### src/rtl/latch_fifo_pkg.sv
// Shared definitions for the latch-based FIFO: default geometry, pointer/count
// width helpers, the one-hot write-row decoder and the per-cycle operation code.
package latch_fifo_pkg;

  localparam int unsigned DEF_WIDTH = 8;
  localparam int unsigned DEF_DEPTH = 4;
  localparam int unsigned MAX_DEPTH = 64;

  // Occupancy update selected by {push, pop}
  typedef enum logic [1:0] {
    OP_IDLE = 2'b00,
    OP_POP  = 2'b01,
    OP_PUSH = 2'b10,
    OP_BOTH = 2'b11
  } fifo_op_e;

  // Pointer width; pointers wrap naturally because DEPTH is a power of two
  function automatic int unsigned addrWidth(input int unsigned depth);
    return $clog2(depth);
  endfunction

  // Count needs one extra bit so that "full" (count == DEPTH) is representable
  function automatic int unsigned countWidth(input int unsigned depth);
    return $clog2(depth) + 1;
  endfunction

  // One-hot row select for the latch bank; callers truncate to DEPTH bits
  function automatic logic [MAX_DEPTH-1:0] onehot(input int unsigned idx);
    return MAX_DEPTH'(1) << idx;
  endfunction

endpackage

### src/rtl/latch_fifo_dlatch_bank.sv
// Storage array of the latch FIFO: DEPTH rows of WIDTH-bit level-sensitive
// latches sharing one data bus. A row is transparent while its enable is high.
// The active-low reset goes straight to every latch and dominates any write.
module latch_fifo_dlatch_bank #(
  parameter int unsigned      WIDTH  = 8,
  parameter int unsigned      DEPTH  = 4,
  parameter logic [WIDTH-1:0] RVAL   = '0,
  parameter bit               NATIVE = 1'b1
) (
  input  logic                   i_rst,
  input  logic [DEPTH-1:0]       i_en,
  input  logic [WIDTH-1:0]       i_d,
  output logic [DEPTH*WIDTH-1:0] o_q
);

  if (NATIVE) begin : g_nativeRows
    // One independent latch row per entry so each row stays a distinct cell
    for (genvar e = 0; e < DEPTH; e++) begin : g_row
      logic [WIDTH-1:0] r_row;

      // Row latch: reset to RVAL, otherwise follow the shared data while enabled
      always_latch begin
        if (!i_rst) begin
          r_row <= RVAL;
        end else if (i_en[e]) begin
          r_row <= i_d;
        end
      end

      assign o_q[e*WIDTH +: WIDTH] = r_row;
    end
  end else begin : g_flatRows
    logic [DEPTH-1:0][WIDTH-1:0] r_rows;

    // Whole array as one latch process; synthesis may share or merge rows
    always_latch begin
      if (!i_rst) begin
        r_rows <= {DEPTH{RVAL}};
      end else begin
        for (int e = 0; e < DEPTH; e++) begin
          if (i_en[e]) begin
            r_rows[e] <= i_d;
          end
        end
      end
    end

    assign o_q = r_rows;
  end

endmodule

### src/rtl/latch_fifo.sv
// Valid/ready FIFO whose storage is a bank of latches. Pushes are captured in
// flops at the posedge and written into the selected latch row during the
// following low clock phase; the entry becomes readable from the next posedge.
module latch_fifo
  import latch_fifo_pkg::*;
#(
  parameter int unsigned      WIDTH  = DEF_WIDTH,
  parameter int unsigned      DEPTH  = DEF_DEPTH,
  parameter logic [WIDTH-1:0] RVAL   = '0,
  parameter bit               NATIVE = 1'b1
) (
  input  logic                   clk,
  input  logic                   rst,
  input  logic                   in_valid,
  output logic                   in_ready,
  input  logic [WIDTH-1:0]       in_data,
  output logic                   out_valid,
  input  logic                   out_ready,
  output logic [WIDTH-1:0]       out_data,
  output logic [$clog2(DEPTH):0] count,
  output logic                   full,
  output logic                   empty
);

  localparam int unsigned AW = addrWidth(DEPTH);
  localparam int unsigned CW = countWidth(DEPTH);

  logic [AW-1:0]          r_wrPtr;
  logic [AW-1:0]          r_rdPtr;
  logic [AW-1:0]          r_wAddr;
  logic [WIDTH-1:0]       r_wData;
  logic [CW-1:0]          r_count;
  logic                   r_wrPend;
  logic                   w_push;
  logic                   w_pop;
  logic                   w_full;
  fifo_op_e               w_op;
  logic [DEPTH-1:0]       w_sel;
  logic [DEPTH-1:0]       w_en;
  logic [DEPTH*WIDTH-1:0] w_rows;

  // The count includes the entry still being written, so out_valid subtracts it
  assign w_full    = (r_count == CW'(DEPTH));
  assign in_ready  = ~w_full;
  assign w_push    = in_valid & ~w_full;
  assign out_valid = (r_count - CW'(r_wrPend)) != '0;
  assign w_pop     = out_valid & out_ready;
  assign w_op      = fifo_op_e'({w_push, w_pop});

  assign count = r_count;
  assign full  = w_full;
  assign empty = (r_count == '0);

  // Write stage, pointers and occupancy
  always_ff @(posedge clk or negedge rst) begin
    if (!rst) begin
      r_wrPtr  <= '0;
      r_rdPtr  <= '0;
      r_wAddr  <= '0;
      r_wData  <= RVAL;
      r_count  <= '0;
      r_wrPend <= 1'b0;
    end else begin
      r_wrPend <= w_push;
      if (w_push) begin
        r_wData <= in_data;
        r_wAddr <= r_wrPtr;
        r_wrPtr <= r_wrPtr + AW'(1);
      end
      if (w_pop) begin
        r_rdPtr <= r_rdPtr + AW'(1);
      end
      case (w_op)
        OP_PUSH: r_count <= r_count + CW'(1);
        OP_POP:  r_count <= r_count - CW'(1);
        default: r_count <= r_count;
      endcase
    end
  end

  assign w_sel = DEPTH'(onehot(32'(r_wAddr)));

  // Latch enables open only in the low phase after a push, while r_wData and
  // r_wAddr are held stable, and close at the next posedge
  if (NATIVE) begin : g_nativeGate
    for (genvar e = 0; e < DEPTH; e++) begin : g_row
      assign w_en[e] = ~clk & r_wrPend & w_sel[e];
    end
  end else begin : g_flatGate
    assign w_en = w_sel & {DEPTH{r_wrPend & ~clk}};
  end

  latch_fifo_dlatch_bank #(
    .WIDTH  (WIDTH),
    .DEPTH  (DEPTH),
    .RVAL   (RVAL),
    .NATIVE (NATIVE)
  ) u_bank (
    .i_rst (rst),
    .i_en  (w_en),
    .i_d   (r_wData),
    .o_q   (w_rows)
  );

  assign out_data = w_rows[32'(r_rdPtr) * WIDTH +: WIDTH];

endmodule
### config.mk
export PLATFORM = sky130hd
export DESIGN_NAME = latch_fifo
export DESIGN_NICKNAME = d
export VERILOG_FILES = /design/src/rtl/latch_fifo_pkg.sv /design/src/rtl/latch_fifo_dlatch_bank.sv /design/src/rtl/latch_fifo.sv
export SDC_FILE = /design/constraint.sdc
export NUM_CORES = 1
export LEC_CHECK = 0
export BUFFER_PORTS_ARGS = -buffer_cell sky130_fd_sc_hd__buf_4
export CORE_MARGIN = 10
export CORE_UTILIZATION = 57
export DETAILED_ROUTE_END_ITERATION = 12
export GPL_ROUTABILITY_DRIVEN = 0
export MAX_ROUTING_LAYER = met4
export PLACE_DENSITY = 0.81
export SYNTH_ARGS = -nofsm -noshare
export SYNTH_HDL_FRONTEND = slang
export SYNTH_SLANG_ARGS = --single-unit
### constraint.sdc
create_clock -name clk -period 3.35 [get_ports clk]
set_input_delay 0.67 -clock clk [delete_from_list [all_inputs] [get_ports clk]]
set_output_delay 0.67 -clock clk [all_outputs]
set_load 0.005 [all_outputs]
==> reports/results.ini <==
[detailed_routing]
drt_iter0_markers = 108
drc = 0
avgViaCountPerCell = 5.611
vias = 1212
drt_first_pass_iters = 4
routedWlPerCell_um = 20.01
routed_wirelength_um = 4322
drt.antenna.violating_nets = 0

[floorplan]
initial_core_util_pct = 58.40
io_pins = 27
die_w_um = 72.70
num_rows = 19
fp.dieH_um = 72.70
die_area_um2 = 5285
design.core.area_um2 = 2710

[worst_setup_path]
end_kind = output port
crit_type = latch to output port
cp-start-kind = latch
arrival_ns = 3.92
path_cells = mux4_2, buf_6
slowest_stage = mux4_2
max_stage_delay_ns = 0.49
crit_path_max_fanout = 1
crit_required_ns = 2.68

[yosys]
yosysTopAreaCell = dlxtp_1
syn_nets = 130
yosys_most_used_dff = dlxtp_1
yosys_warnings = 0
yosys-top-cells-area = dlxtp_1, dfrtp_1, mux4_2
synth_top_area_share_pct = 30.36
async_flop_share_pct = 36.00
synth.most_common_cell = dlxtp_1
netlist_area_um2 = 1583
synth.distinct_cells = 28
synthTopCellsByCount = dlxtp_1, dfrtp_1, and2_1, mux4_2, inv_1
syn_inst = 115
avgSynthCellArea_um2 = 13.76
synth-seq-cells = 50
synth_edf_count = 0

[place]
dp_hpwl_um = 2288
dp.cells = 169
io_buffers = 26
pre_cts_ws_ns = 0.1028

[run_status]
violations = negative setup slack
status = complete, but fails checks

[job]
maxCapViolCount = 0

[timing]
setup_slack_ns = -1.245
drv_slew = 0
hold_viol = 0
slew_headroom_pct = 61.28
worst_pin_slew_ns = 0.5808
setup_violations = 8
rsz0062_at_grt = true
clock_skew_ns = 0.1353

[grt]
grt_pass1_wl_um = 8521
grt_overflow = 0
antenna_found_initial = 0
grt_usage_pct = 21.48
grt_max_degree = 26
first_global_vias = 1527

[clock_network]
cts_setup_buffers = 0
cts_tree = yes
clk_latency_ns = 1.09
clkTransAtPathRegs_ns = 0.10

[layout]
syn_to_final_growth_pct = 39.53
multi_input_area_um2 = 593.1
antenna_cells = 0
regArea_um2 = 930.9
final_core_util_pct = 81.49
drive_gt1_share_pct = 43.24
nNetsFinal = 199
fill_cells = 153
fin_cells = 216

[power_and_ir_drop]
power_density_nw_per_um2 = 724.1
vdd_drop_max_v = 0.0007574
p_leak_nw = 1.070

[min_path]
hold_path_class = flop to latch

==> through the flow <==
stage                     setup TNS [ns]  total power, mW  hold slack, ns  cell area [um2]
after floorplan                        0           0.9150         -0.8802             1583
after global placement                 0            1.097         -0.8043             1792
after detailed placement               0            1.133         -0.7972             1792
after CTS                         -9.261            1.589        0.004538             2181
after global routing              -11.22            1.744          0.3951             2208
final                             -9.662            1.599          0.4502             2208
==> state kept, by name, indices dropped and copies added (netlist names) <==
signal,count
r_rdPtr,2
r_wrPtr,2
count,3
r_wData,8
u_bank.o_q,32
r_wAddr,2
r_wrPend,1
==> layout make-up <==
cell class              count  area share (%)
multi-input cells          54           26.86
inverters                   7           1.190
well taps                  31           1.756
clock buffers              33           11.16
flip-flops and latches     50           42.15
repair buffers             41           16.88
==> path summary, 6_finish.rpt <==
check	slack, ns	startpoint	endpoint	cells after the start
worst min-delay path	0.45	r_wData[6]$_DFFE_PN0P_	u_bank.o_q[22]$_DLATCH_P_	1
min in group gated	0.50	rst	clock gate	5
min in group asynchronous	1.16	rst	r_wData[2]$_DFFE_PN0P_	4
worst max-delay path	-1.24	u_bank.o_q[18]$_DLATCH_P_	out_data[2]	2
max in group asynchronous	1.79	rst	count[2]$_DFFE_PN0P_	5
worst max register to register	0.96	count[0]$_DFFE_PN0P_	count[2]$_DFFE_PN0P_	11
worst min register to register	0.45	r_wData[6]$_DFFE_PN0P_	u_bank.o_q[22]$_DLATCH_P_	1
max in group gated	0.46	r_wrPend$_DFF_PN0_	clock gate	0
==> what timing repair did <==
| item | 4_1_cts | 5_1_grt |
|---|---|---|
| pin swaps | 0 | 0 |
| endpoints found under the hold margin | 27 | 3 |
| resized for setup | 6 | 2 |
| endpoints found under the setup margin | 8 | 8 |
| hold buffers | 12 | 2 |
==> layout by cell type (no fill, tap or decap), types with 2 or more instances in the layout <==
cell            n
xnor2_1         5
clkbuf_4       30
dlygate4sd3_1  14
a21bo_2         2
dfrtp_1        18
buf_6           8
mux2_4          6
and2_1          8
inv_1           7
mux2_2          3
xor2_1          3
clkbuf_1        2
dlxtp_1        32
nand2_1         2
buf_4          19
o21ai_0         3
ha_1            2
mux4_2          8
==> critical path, delay by kind of cell, from the launching register on <==
family,cells,cell delay [ns]
muxes,1,0.49
latches,1,0.28
buffers and inverters,1,0.14
==> report_power, final <==
part / switching (mW) / internal, mW / leakage, nW / total (mW)
logic: 0.232 / 0.390 / 0.455 / 0.622
clock network: 0.171 / 0.261 / 0.162 / 0.432
registers: 0.142 / 0.404 / 0.454 / 0.545
==> cell families after synthesis <==
kind of cell / synth area share (%)
latches: 30.36
AND/OR/NAND/NOR: 7.668
multiplexers: 19.84
flip-flops: 28.46
buffers and inverters: 3.716
XOR/XNOR: 4.427
AO/OA/AOI/OAI: 2.688
adder cells (fa/ha/maj): 2.846
==> layer usage <==
layer | routed length, um | global-route usage [%]
met1 | 1587 | 22.20
met2 | 2078 | 28.03
met5 | 0 | -
met3 | 456 | 14.69
met4 | 199 | 15.82
(Power assumes the default switching activity.)
